`config.mk`:
```
export PLATFORM = sky130hd
export DESIGN_NAME = write_ctrl
export DESIGN_NICKNAME = d
export VERILOG_FILES = /design/src/rtl/fifo_pkg.sv /design/src/rtl/sync_2ff.sv /design/src/rtl/write_ctrl.sv
export SDC_FILE = /design/constraint.sdc
export NUM_CORES = 1
export LEC_CHECK = 0
export CAP_MARGIN = 25
export CORE_MARGIN = 3
export CORE_UTILIZATION = 50
export DETAILED_ROUTE_END_ITERATION = 7
export PLACE_DENSITY = 0.87
export SYNTH_ARGS = -nofsm -noshare
export SYNTH_HDL_FRONTEND = slang
export SYNTH_SLANG_ARGS = --single-unit
```
`constraint.sdc`:
```
create_clock -name clk_w -period 4.1 [get_ports clk_w]
set_input_delay 0.82 -clock clk_w [delete_from_list [all_inputs] [get_ports clk_w]]
set_output_delay 0.82 -clock clk_w [all_outputs]
set_load 0.03 [all_outputs]
```
`src/rtl/fifo_pkg.sv`:
```
// Pointer helpers shared by the write- and read-side controllers of the async FIFO.
// Functions work on a wide container; callers cast to their own pointer width.
package fifo_pkg;

  localparam int PTR_MAX = 16;
  typedef logic [PTR_MAX-1:0] ptr_t;

  function automatic int ptr_width(input int depth);
    return $clog2(depth) + 1;
  endfunction

  function automatic ptr_t bin2gray(input ptr_t b);
    return b ^ (b >> 1);
  endfunction

  function automatic ptr_t gray2bin(input ptr_t g);
    ptr_t b;
    b[PTR_MAX-1] = g[PTR_MAX-1];
    for (int i = PTR_MAX - 2; i >= 0; i--) begin
      b[i] = b[i+1] ^ g[i];
    end
    return b;
  endfunction

  // Gray pointers of width w are a full distance apart when the top two bits differ and the rest match.
  function automatic logic ptr_full(input ptr_t wg, input ptr_t rg, input int w);
    ptr_t mask;
    ptr_t flip;
    mask = (ptr_t'(1) << w) - ptr_t'(1);
    flip = ptr_t'(3) << (w - 2);
    return ((wg ^ flip) & mask) == (rg & mask);
  endfunction

endpackage

```
`src/rtl/sync_2ff.sv`:
```
// Two-flop synchronizer for a Gray-coded pointer crossing into this clock domain.
// Latency 2 cycles; no handshake, the source guarantees single-bit changes.
module sync_2ff #(
  parameter int W = 4
) (
  input  logic         clk,
  input  logic         reset,
  input  logic [W-1:0] d,
  output logic [W-1:0] q
);

  logic [W-1:0] q1;

  always_ff @(posedge clk) begin
    if (reset) begin
      q1 <= '0;
      q  <= '0;
    end else begin
      q1 <= d;
      q  <= q1;
    end
  end

endmodule

```
`src/rtl/write_ctrl.sv`:
```
// Write-side pointer/flag controller of the async FIFO (clk_w domain).
// write is combinational; flags and level are registered; producer is held off by FIFO_full.
module write_ctrl
  import fifo_pkg::*;
#(
  parameter int width     = 32,
  parameter int depth     = 8,
  parameter int adr_width = $clog2(depth),
  parameter int afull_gap = 2
) (
  input  logic                 clk_w,
  input  logic                 reset,
  input  logic                 wr_en,
  input  logic [adr_width:0]   rd_ptr_gray,
  output logic                 write,
  output logic [adr_width:0]   write_adr,
  output logic [adr_width:0]   wr_ptr_gray,
  output logic                 FIFO_full,
  output logic                 almost_full,
  output logic [adr_width:0]   wr_level,
  output logic                 wr_ack,
  output logic                 overflow
);

  localparam int PTR_W = adr_width + 1;
  localparam logic [PTR_W-1:0] AFULL_TH = PTR_W'(depth - afull_gap);

  if (width < 1) begin : g_bad_width
    $error("write_ctrl: width must be at least 1");
  end
  if (depth < 4 || (depth & (depth - 1)) != 0) begin : g_bad_depth
    $error("write_ctrl: depth must be a power of two >= 4");
  end
  if (afull_gap < 1 || afull_gap >= depth) begin : g_bad_gap
    $error("write_ctrl: afull_gap out of range");
  end

  logic [PTR_W-1:0] bin;
  logic [PTR_W-1:0] next_bin;
  logic [PTR_W-1:0] next_gray;
  logic [PTR_W-1:0] rq2;
  logic [PTR_W-1:0] rq2_bin;
  logic [PTR_W-1:0] next_level;
  logic             next_full;

  sync_2ff #(.W(PTR_W)) u_rd_sync (
    .clk   (clk_w),
    .reset (reset),
    .d     (rd_ptr_gray),
    .q     (rq2)
  );

  assign write      = wr_en && !FIFO_full && !reset;
  assign next_bin   = write ? bin + PTR_W'(1) : bin;
  assign next_gray  = PTR_W'(bin2gray(ptr_t'(next_bin)));
  assign rq2_bin    = PTR_W'(gray2bin(ptr_t'(rq2)));
  // Level is measured against the stale synchronized read pointer, so it can only over-estimate.
  assign next_level = next_bin - rq2_bin;
  assign next_full  = ptr_full(ptr_t'(next_gray), ptr_t'(rq2), PTR_W);

  assign write_adr  = bin;

  always_ff @(posedge clk_w) begin
    if (reset) begin
      bin         <= '0;
      wr_ptr_gray <= '0;
      FIFO_full   <= 1'b0;
      almost_full <= 1'b0;
      wr_level    <= '0;
      wr_ack      <= 1'b0;
      overflow    <= 1'b0;
    end else begin
      bin         <= next_bin;
      wr_ptr_gray <= next_gray;
      FIFO_full   <= next_full;
      almost_full <= next_level >= AFULL_TH;
      wr_level    <= next_level;
      wr_ack      <= write;
      if (wr_en && FIFO_full) begin
        overflow <= 1'b1;
      end
    end
  end

endmodule

```
==> impl_metrics.tcl <==
set metrics [dict create \
    cts_tree "built" \
    clock.fmax_ghz 0.282 \
    hold_violations 0 \
    io_buffers 23 \
    seq_power_share_pct 52.1 \
    place_congestion 0.732 \
    fin_total_pwr_mw 0.477 \
    die_w_um 50.8 \
    ys_ff_latch 23 \
    rsz0062_at_grt "no" \
    finalSetupTns_ns 0 \
    p_int_mw 0.332 \
    start_util_pct 55.6 \
    viasPerCell 4.94 \
    root_buffer "clkbuf_4" \
    cap_violations 0 \
    path_depth 4 \
    drive_gt1_share_pct 10.3 \
    cp.buffers_inverters 3 \
    syn_area_mm2 0.00100 \
    cts_buffer_depth 2 \
    r2r-end "almost_full$_SDFF_PP0_" \
    fin_ws_ns 0.552 \
    fin_crit_sh_pct 86.5 \
    cp.required_ns 3.28 \
    whs_endpoint "u_rd_sync.q[2]$_SDFF_PP0_" \
    seq_area_um2 460 \
    syn_to_final_growth_pct 27.0 \
    powerDensity_mw_per_mm2 375 \
    instances_no_fill 141 \
    place_ws_ns 0.462 \
    cp_cell_sequence "clkdlybuf4s50_1, or3b_1, inv_2, clkdlybuf4s50_1" \
    ant_nets 0 \
    irDropWorstVdd_uv 256 \
    dp_cells 137 \
    worst_path_max_delay_cell "clkdlybuf4s50_1" \
    clock_latency_ns 0.31 \
    fin_area_mm2 0.00127 \
    synth_cell_type_count 29 \
    rows 15 \
    slew_viol_final 0 \
    pwr-share-comb_pct 25.8 \
    grt.total_usage_pct 16.5 \
    nFillCells 145 \
    critical_path_arrival_ns 2.73 \
    relSlewSlack_pct 71.2 \
    grt_max_degree 24 \
    cp-end-kind "output port" \
    vias 696 \
    synth_nets 103 \
    final_nets 128 \
    hp-start "u_rd_sync.q1[2]$_SDFF_PP0_" \
    die_h_um 50.8 \
    cts_htree_levels 1 \
    clkSlewWorstSetupHoldPaths_ns 0.12 \
    reg2reg_slack_ns 1.40 \
    fin_hold_ws_ns 0.454 \
    synth.avg_cell_area_um2 10.9 \
    cts_sinks 23 \
    worstRegToRegCells 11 \
    p_clk_share_pct 22.2 \
    pin_count 24 \
    ctsResizeCount 0 \
    p_sw_share_pct 30.3 \
    overflow 0 \
    status "completed" \
    multi_input_area_um2 497 \
    crit_family "buffers and inverters" \
    tightest_slew_ns 0.432 \
    fp.dieArea_mm2 0.00258 \
    cp_common_cell "clkdlybuf4s50_1" \
    synth_top_flop_cell "dfxtp_1" \
    p_leak_nw 0.531 \
    grt_pass1_wl_um 3230 \
    dpl.hpwl_um 1370 \
    antennaDiodeCount 0 \
    numCtsBuffers 3 \
    fin_util_pct 70.6 \
    critical_path.max_stage_delay_ns 0.69 \
    critPathLaunchType "input port" \
    grt_pass1_vias 747 \
    place_area_mm2 0.00124 \
    drtIter0Drc 5 \
    antenna_found_initial 0 \
    finClkSkew_ns 0.00582 \
    yosysWarnings 0 \
    cts_setup_buffers 0 \
    async_flop_share_pct 0 \
    r2r_start "FIFO_full$_SDFF_PP0_" \
    holdCritPathClass "reg -> reg" \
    synth-edff-count 0 \
    critPathKind "in -> out" \
    wirelength_um 1750 \
    drtPass1Iterations 3 \
    syn_inst 92 \
    hold_path_depth 1 \
    wire_per_inst_um 12.4 \
    period_minus_slack_ns 3.55 \
    switching_power_mw 0.145 \
    synth_seq_area_share_pct 45.9 \
    crit_fanout 7 \
    core_area_mm2 0.00180 \
    finalSetupViolations 0 \
    route.detailed.drc 0 \
    cts_hold_buf 0 \
]
==> power groups by stage <==
stage	clock, mW	combinational (mW)	sequential, mW
after global routing	0.118	0.134	0.250
after global placement	0	0.119	0.252
after detailed placement	0	0.123	0.253
final	0.106	0.123	0.248
after CTS	0.108	0.124	0.248
after floorplan	0	0.0526	0.279
==> synth_stat cells, types with 2 or more instances <==
| master | number | area, um^2 |
|---|---|---|
| inv_2 | 2 | 7.51 |
| inv_1 | 3 | 11.3 |
| nor2b_1 | 8 | 50.1 |
| dfxtp_1 | 23 | 460 |
| a21oi_1 | 2 | 10.0 |
| ha_1 | 4 | 50.1 |
| nand2b_1 | 2 | 12.5 |
| xnor3_1 | 3 | 67.6 |
| nor2_1 | 13 | 48.8 |
| xnor2_1 | 10 | 87.6 |
| nand3_1 | 2 | 10.0 |
| xor2_1 | 2 | 17.5 |
| clkbuf_1 | 2 | 7.51 |
==> state kept, by name (all words and copies together), names as in the netlist, 3 cells and up <==
register,flops
u_rd_sync.q1,4
write_adr,3
wr_ptr_gray,4
u_rd_sync.q,4
wr_level,4
==> routing by layer <==
layer | track usage [%] | vias to the layer above | wire length [um]
met3 | 3.86 | 6 | 84
met2 | 29.3 | 23 | 883
li1 | - | 347 | -
met4 | 5.38 | 0 | 44
met1 | 19.2 | 320 | 738
met5 | 0 | - | 0
==> logic make-up (layout without fill, tap and decap cells) <==
group	after synthesis	after routing	synth area share (%)
AND/OR/NAND/NOR	31	31	17.9
flip-flops	23	23	45.9
XOR/XNOR	16	16	18.9
AO/OA/AOI/OAI	9	9	7.87
buffers and inverters	9	33	4.50
adder cells (fa/ha/maj)	4	4	4.99
==> area by class of cell <==
| cell class | instances | share of cell area, % |
|---|---|---|
| multi-input cells | 60 | 39.0 |
| flip-flops and latches | 23 | 36.2 |
| repair buffers | 24 | 18.7 |
| well taps | 25 | 2.46 |
| clock buffers | 3 | 1.77 |
| inverters | 5 | 1.47 |
| clock inverters | 1 | 0.393 |
==> cell usage in the layout (no fill, tap or decap) <==
cell / count
clkinv_2: 1
a21oi_1: 2
o22ai_1: 1
nand2b_1: 2
a2111oi_0: 1
and4bb_2: 1
nor4_1: 1
or3b_1: 1
inv_1: 3
a211oi_1: 1
or3_1: 1
nor2_8: 1
o21bai_1: 1
nor2b_1: 8
xor2_1: 2
nor2_1: 13
nand3_1: 2
a21oi_4: 1
xor2_2: 1
clkdlybuf4s50_1: 23
a2111oi_2: 1
nand2_1: 1
inv_2: 2
xnor2_1: 10
ha_1: 4
dfxtp_1: 23
xnor3_1: 3
clkbuf_4: 3
buf_4: 1
a21o_1: 1
==> worst max-delay path by stage <==
stage	start	end	slack (ns)
after floorplan	reset	almost_full$_SDFF_PP0_	1.21
after global placement	wr_en	almost_full$_SDFF_PP0_	0.59
after detailed placement	wr_en	almost_full$_SDFF_PP0_	0.46
after CTS	wr_en	write	0.55
after global routing	wr_en	write	0.49
final	wr_en	write	0.55
Power figures use the tool's default switching activity.
